## config.mk

```make
export PLATFORM = sky130hd
export DESIGN_NAME = seq_divider
export DESIGN_NICKNAME = d
export VERILOG_FILES = /design/src/rtl/seq_divider.sv
export SDC_FILE = /design/constraint.sdc
export NUM_CORES = 1
export LEC_CHECK = 0
export CAP_MARGIN = 0
export CORE_AREA = 2 2 110 191
export CTS_CLUSTER_DIAMETER = 60
export CTS_CLUSTER_SIZE = 24
export DETAILED_ROUTE_END_ITERATION = 8
export DIE_AREA = 0 0 112 193
export GPL_TIMING_DRIVEN = 0
export PLACE_DENSITY = 0.8
export SYNTH_ARGS = -nofsm -noshare
export SYNTH_HDL_FRONTEND = slang
export SYNTH_SLANG_ARGS = --single-unit
export TNS_END_PERCENT = 30
```

## constraint.sdc

```tcl
create_clock -name clock -period 6.89 [get_ports clock]
set_clock_uncertainty 0.1 [all_clocks]
set_input_delay 1.0335 -clock clock [delete_from_list [all_inputs] [get_ports clock]]
set_output_delay 1.0335 -clock clock [all_outputs]
set_load 0.03 [all_outputs]
```

## src/rtl/seq_divider.sv

```systemverilog
// seq_divider: multicycle signed divider for the CPU div instruction.
//   Radix-2 restoring division on operand magnitudes, one quotient bit per
//   cycle, followed by a single sign fix-up cycle.
//
// Ports:
//   clock      system clock, rising edge
//   reset      asynchronous, active-high; clears all state
//   start      StartDiv; only looked at in IDLE
//   dividend   two's-complement dividend, captured on the start edge
//   divisor    two's-complement divisor, captured on the start edge
//   hi         remainder (sign of dividend), registered
//   lo         quotient (truncated toward zero), registered
//   busy       high while CALC or FIX
//   div_stop   one-cycle completion pulse
//   div_zero   one-cycle divide-by-zero pulse; no division is started
module seq_divider #(
  parameter int WIDTH = 32
) (
  input  logic             clock,
  input  logic             reset,
  input  logic             start,
  input  logic [WIDTH-1:0] dividend,
  input  logic [WIDTH-1:0] divisor,
  output logic [WIDTH-1:0] hi,
  output logic [WIDTH-1:0] lo,
  output logic             busy,
  output logic             div_stop,
  output logic             div_zero
);

  localparam int CW = $clog2(WIDTH);

  typedef enum logic [1:0] {IDLE, CALC, FIX} state_t;

  state_t           state_q, state_d;
  logic [WIDTH-1:0] quo_q, quo_d;
  logic [WIDTH-1:0] rem_q, rem_d;
  logic [WIDTH-1:0] dvs_q, dvs_d;
  logic [CW-1:0]    cnt_q, cnt_d;
  logic             q_neg_q, q_neg_d;
  logic             r_neg_q, r_neg_d;
  logic [WIDTH-1:0] hi_q, hi_d;
  logic [WIDTH-1:0] lo_q, lo_d;
  logic             busy_q, busy_d;
  logic             stop_q, stop_d;
  logic             zero_q, zero_d;

  // Shifted partial remainder and trial difference. rem < |divisor| <= 2^(W-1),
  // so the shifted value always fits in WIDTH bits; the extra bit of the
  // trial subtraction is the borrow that decides restore vs. keep.
  logic [WIDTH-1:0] rem_sh;
  logic [WIDTH:0]   trial;

  always_comb begin
    rem_sh = {rem_q[WIDTH-2:0], quo_q[WIDTH-1]};
    trial  = {1'b0, rem_sh} - {1'b0, dvs_q};
  end

  always_comb begin
    state_d = state_q;
    quo_d   = quo_q;
    rem_d   = rem_q;
    dvs_d   = dvs_q;
    cnt_d   = cnt_q;
    q_neg_d = q_neg_q;
    r_neg_d = r_neg_q;
    hi_d    = hi_q;
    lo_d    = lo_q;
    busy_d  = busy_q;
    stop_d  = 1'b0;
    zero_d  = 1'b0;

    unique case (state_q)
      IDLE: begin
        if (start) begin
          if (divisor == '0) begin
            zero_d = 1'b1;
          end else begin
            // Negating 0x80.. yields 0x80.., which read unsigned is the
            // correct magnitude, so no special case is needed.
            quo_d   = dividend[WIDTH-1] ? -dividend : dividend;
            dvs_d   = divisor[WIDTH-1]  ? -divisor  : divisor;
            q_neg_d = dividend[WIDTH-1] ^ divisor[WIDTH-1];
            r_neg_d = dividend[WIDTH-1];
            rem_d   = '0;
            cnt_d   = '0;
            busy_d  = 1'b1;
            state_d = CALC;
          end
        end
      end

      CALC: begin
        if (!trial[WIDTH]) begin
          rem_d = trial[WIDTH-1:0];
          quo_d = {quo_q[WIDTH-2:0], 1'b1};
        end else begin
          rem_d = rem_sh;
          quo_d = {quo_q[WIDTH-2:0], 1'b0};
        end
        cnt_d = cnt_q + 1'b1;
        if (cnt_q == CW'(WIDTH - 1)) state_d = FIX;
      end

      FIX: begin
        lo_d    = q_neg_q ? -quo_q : quo_q;
        hi_d    = r_neg_q ? -rem_q : rem_q;
        stop_d  = 1'b1;
        busy_d  = 1'b0;
        state_d = IDLE;
      end

      default: state_d = IDLE;
    endcase
  end

  always_ff @(posedge clock or posedge reset) begin
    if (reset) begin
      state_q <= IDLE;
      quo_q   <= '0;
      rem_q   <= '0;
      dvs_q   <= '0;
      cnt_q   <= '0;
      q_neg_q <= 1'b0;
      r_neg_q <= 1'b0;
      hi_q    <= '0;
      lo_q    <= '0;
      busy_q  <= 1'b0;
      stop_q  <= 1'b0;
      zero_q  <= 1'b0;
    end else begin
      state_q <= state_d;
      quo_q   <= quo_d;
      rem_q   <= rem_d;
      dvs_q   <= dvs_d;
      cnt_q   <= cnt_d;
      q_neg_q <= q_neg_d;
      r_neg_q <= r_neg_d;
      hi_q    <= hi_d;
      lo_q    <= lo_d;
      busy_q  <= busy_d;
      stop_q  <= stop_d;
      zero_q  <= zero_d;
    end
  end

  assign hi       = hi_q;
  assign lo       = lo_q;
  assign busy     = busy_q;
  assign div_stop = stop_q;
  assign div_zero = zero_q;

endmodule

```

==> results by group <==
Worst hold path
  – Hold Path Depth: 2
  – HP Start: lo[12]
  – HP Class: register to register
  – Hold EP: lo[12]

Pwr
  – Leakage: ~0.0056 µW
  – Worst vdd ir: between 200 and 300 µV
  – Pwr per Cell Area: 487 mW/mm²
  – PnR Total Power: around 6600 µW

Timing
  – Setup WS post-layout: approximately 2700 ps
  – Post-layout min period: a little over 4000 ps
  – WHS: between 300 and 400 ps
  – Highest clock rate: roughly 0.24 GHz
  – Final setup fails: 0
  – RSZ-0062 raised after global routing: false
  – Worst-Margin Slew: around 760 ps
  – Max-slew headroom: 49.3%
  – Final Max Tran Viols: 0
  – Hold Vio Cnt, Final: 0
  – Final period util: ~60%

Route
  – WL per Instance: around 20 µm
  – Residual DRC: 0
  – Total wire length: approximately 35 mm
  – DR iter-0 viols: between 700 and 800
  – Vias: ~11,000
  – Routed Antenna Nets: 0
  – Initial DRT Pass Iterations: 6
  – Vias per cell: around 6.1

Critical path
  – Crit path max fanout: 10
  – Crit path DAT: 4340 ps
  – FF-to-FF End: rem_q[31]
  – Req. time, crit path: approximately 7100 ps
  – R2R setup slack: about 2900 ps
  – Crit Path Category: input pin to register
  – Worst r2r src: quo_q[31]
  – Worst R2R Path Depth: 13
  – Critical path startpoint: divisor[18]
  – Crit start category: input pin
  – CP Capture Type: register

Placement
  – HPWL after DPL: roughly 28 mm
  – Pre-CTS setup slack: between 2000 and 2500 ps
  – Placed inst area: between 0.01 and 0.015 mm²
  – I/O Buffers: 133
  – GP Congestion: ~0.94

CTS
  – Clock root buffer: clkbuf_16
  – CTS buffer count: 17
  – H-tree depth: 4
  – CTS tree: built
  – Clock Sinks: about 170
  – Post-CTS resize count: 0
  – CTS max path bufs: 2
  – Hold_buf cts: 0
  – Clock-pin slew on the worst setup and hold paths: 60 ps
  – Worst skew pair latency: 450 ps
  – Post-CTS setup buffer count: 0

Final layout
  – Area Overhead vs Synth: 20.2%
  – Antenna cell count: 0
  – Finished Core Util: 67.0%
  – Final instance area: 0.0135 mm²
  – Most common cell after layout, fill and taps aside: nand2_1
  – Commonest cells after routing, fill and taps aside: 236 x nand2_1, 175 x o21ai_0, 172 x dfrtp_1
  – # fillers: 1,664
  – Layout cell share with drive strength beyond 1: around 4.4%
  – Nets: ~1,600

Yosys
  – Post-synthesis area per instance: ~8.5 µm²
  – Yosys Warn Count: 0
  – Net count of the mapped netlist: roughly 1,400
  – Register area share after synthesis: roughly two fifths
  – Synth async-reset ratio: 100%
  – Post-synthesis instance total: between 1,000 and 1,500
  – Synth unique cells: approximately 70
  – Mapped cell area: about 0.011 mm²
  – Ys flop type: dfrtp_1
  – Flops & latches, synth: roughly 170
  – Number of synthesized flops with an enable pin: 0

Die
  – Total die area: about 0.022 mm²
  – CORE AREA: about 0.020 mm²
  – Io pins: 134
  – Initial Util: between 50 and 60%
  – Die X-Extent: approximately 110 µm
  – Number of placement rows: roughly 70
  – Die Ht: 193 µm

Global routing
  – Antenna violations before repair: 0
  – Vias in the first global route: 10,700
  – Total track usage: between 30% and 40%
  – Pin count of the biggest net entering global routing: about 120
  – Remaining Overflow, GRT: 0
  – First-pass GRT wire length: about 55 mm

Job
  – Max-cap viol count: 0

Run status
  – Status: finished, final reports clean
==> worst max-delay path by stage <==
stage,endpoint,slack (ps),cells after the start
after detailed placement,q_neg_q,2390,9
after floorplan,busy,1100,1
final,dvs_q[29],2750,8
after global placement,div_zero,-1060,2
after global routing,dvs_q[29],2600,8
after CTS,dvs_q[29],2800,8
==> state kept, by name, indices dropped and copies added (netlist names) <==
signal,flops
dvs_q,32
hi,32
lo,32
quo_q,32
rem_q,32
cnt_q,5
state_q,2
busy,1
div_stop,1
div_zero,1
q_neg_q,1
r_neg_q,1
==> final cells by class <==
| type | count | area (µm²) | area share [%] |
|---|---|---|---|
| multi-input combinational | 1035 | 6480 | 47.9 |
| sequential | 172 | 4300 | 31.8 |
| timing repair buffer | 134 | 1360 | 10.0 |
| clock buffer | 21 | 470 | 3.48 |
| tap | 248 | 310 | 2.29 |
| buffer | 74 | 295 | 2.18 |
| inverter | 47 | 184 | 1.36 |
| clock inverter | 11 | 131 | 0.971 |
==> power breakdown <==
part	internal, µW	switching [µW]
combinational	1520	2220
sequential	1380	486
clock	567	424
==> synthesized netlist by cell type (all sizes together), types with 18 or more instances <==
cell type	count	area share, %
xnor2	50	3.9
inv	47	1.6
o31ai	37	2.6
o21ai	191	8.5
dfrtp	172	38
ha	39	4.3
nor2	53	1.8
xor2	96	7.5
clkbuf	57	1.9
nor3	18	0.84
nand3	28	1.2
nand2	236	7.9
nand2b	18	1.0
a21oi	58	2.6
mux2i	22	2.0
==> cell families after synthesis <==
family / share of synthesized area (%)
buffers and inverters: 4.19
DFF: 38.2
adders and majority gates: 4.51
and+or+nand+nor: 18.3
AOI/OAI and AO/OA: 21.4
muxes: 1.96
xor gates and xnor gates: 11.4
==> stage by stage <==
| step | setup TNS [ps] | cells |
|---|---|---|
| 2_1_floorplan | 0 | 1328 |
| 3_3_place_gp | -178340 | 1709 |
| 3_5_place_dp | 0 | 1710 |
| 4_1_cts | 0 | 1742 |
| 5_1_grt | 0 | 1742 |
| 6_report | 0 | 1742 |
==> worst max-delay path: stages <==
cell             delay (ps)
clkdlybuf4s50_1         460
or4_1                   590
nor4_1                  340
nand3_1                 260
o41ai_4                 620
nand2b_1                370
clkbuf_1                430
o21ai_0                 210
==> metal layers <==
metal / wire length, µm / global-route usage (%) / up-vias
met5: 0 / 0 / -
met4: 3320 / 29.0 / 0
met3: 1290 / 4.00 / 150
met2: 18900 / 62.3 / 362
met1: 11700 / 30.1 / 5116
li1: - / - / 4993
Power figures use the tool's default switching activity.
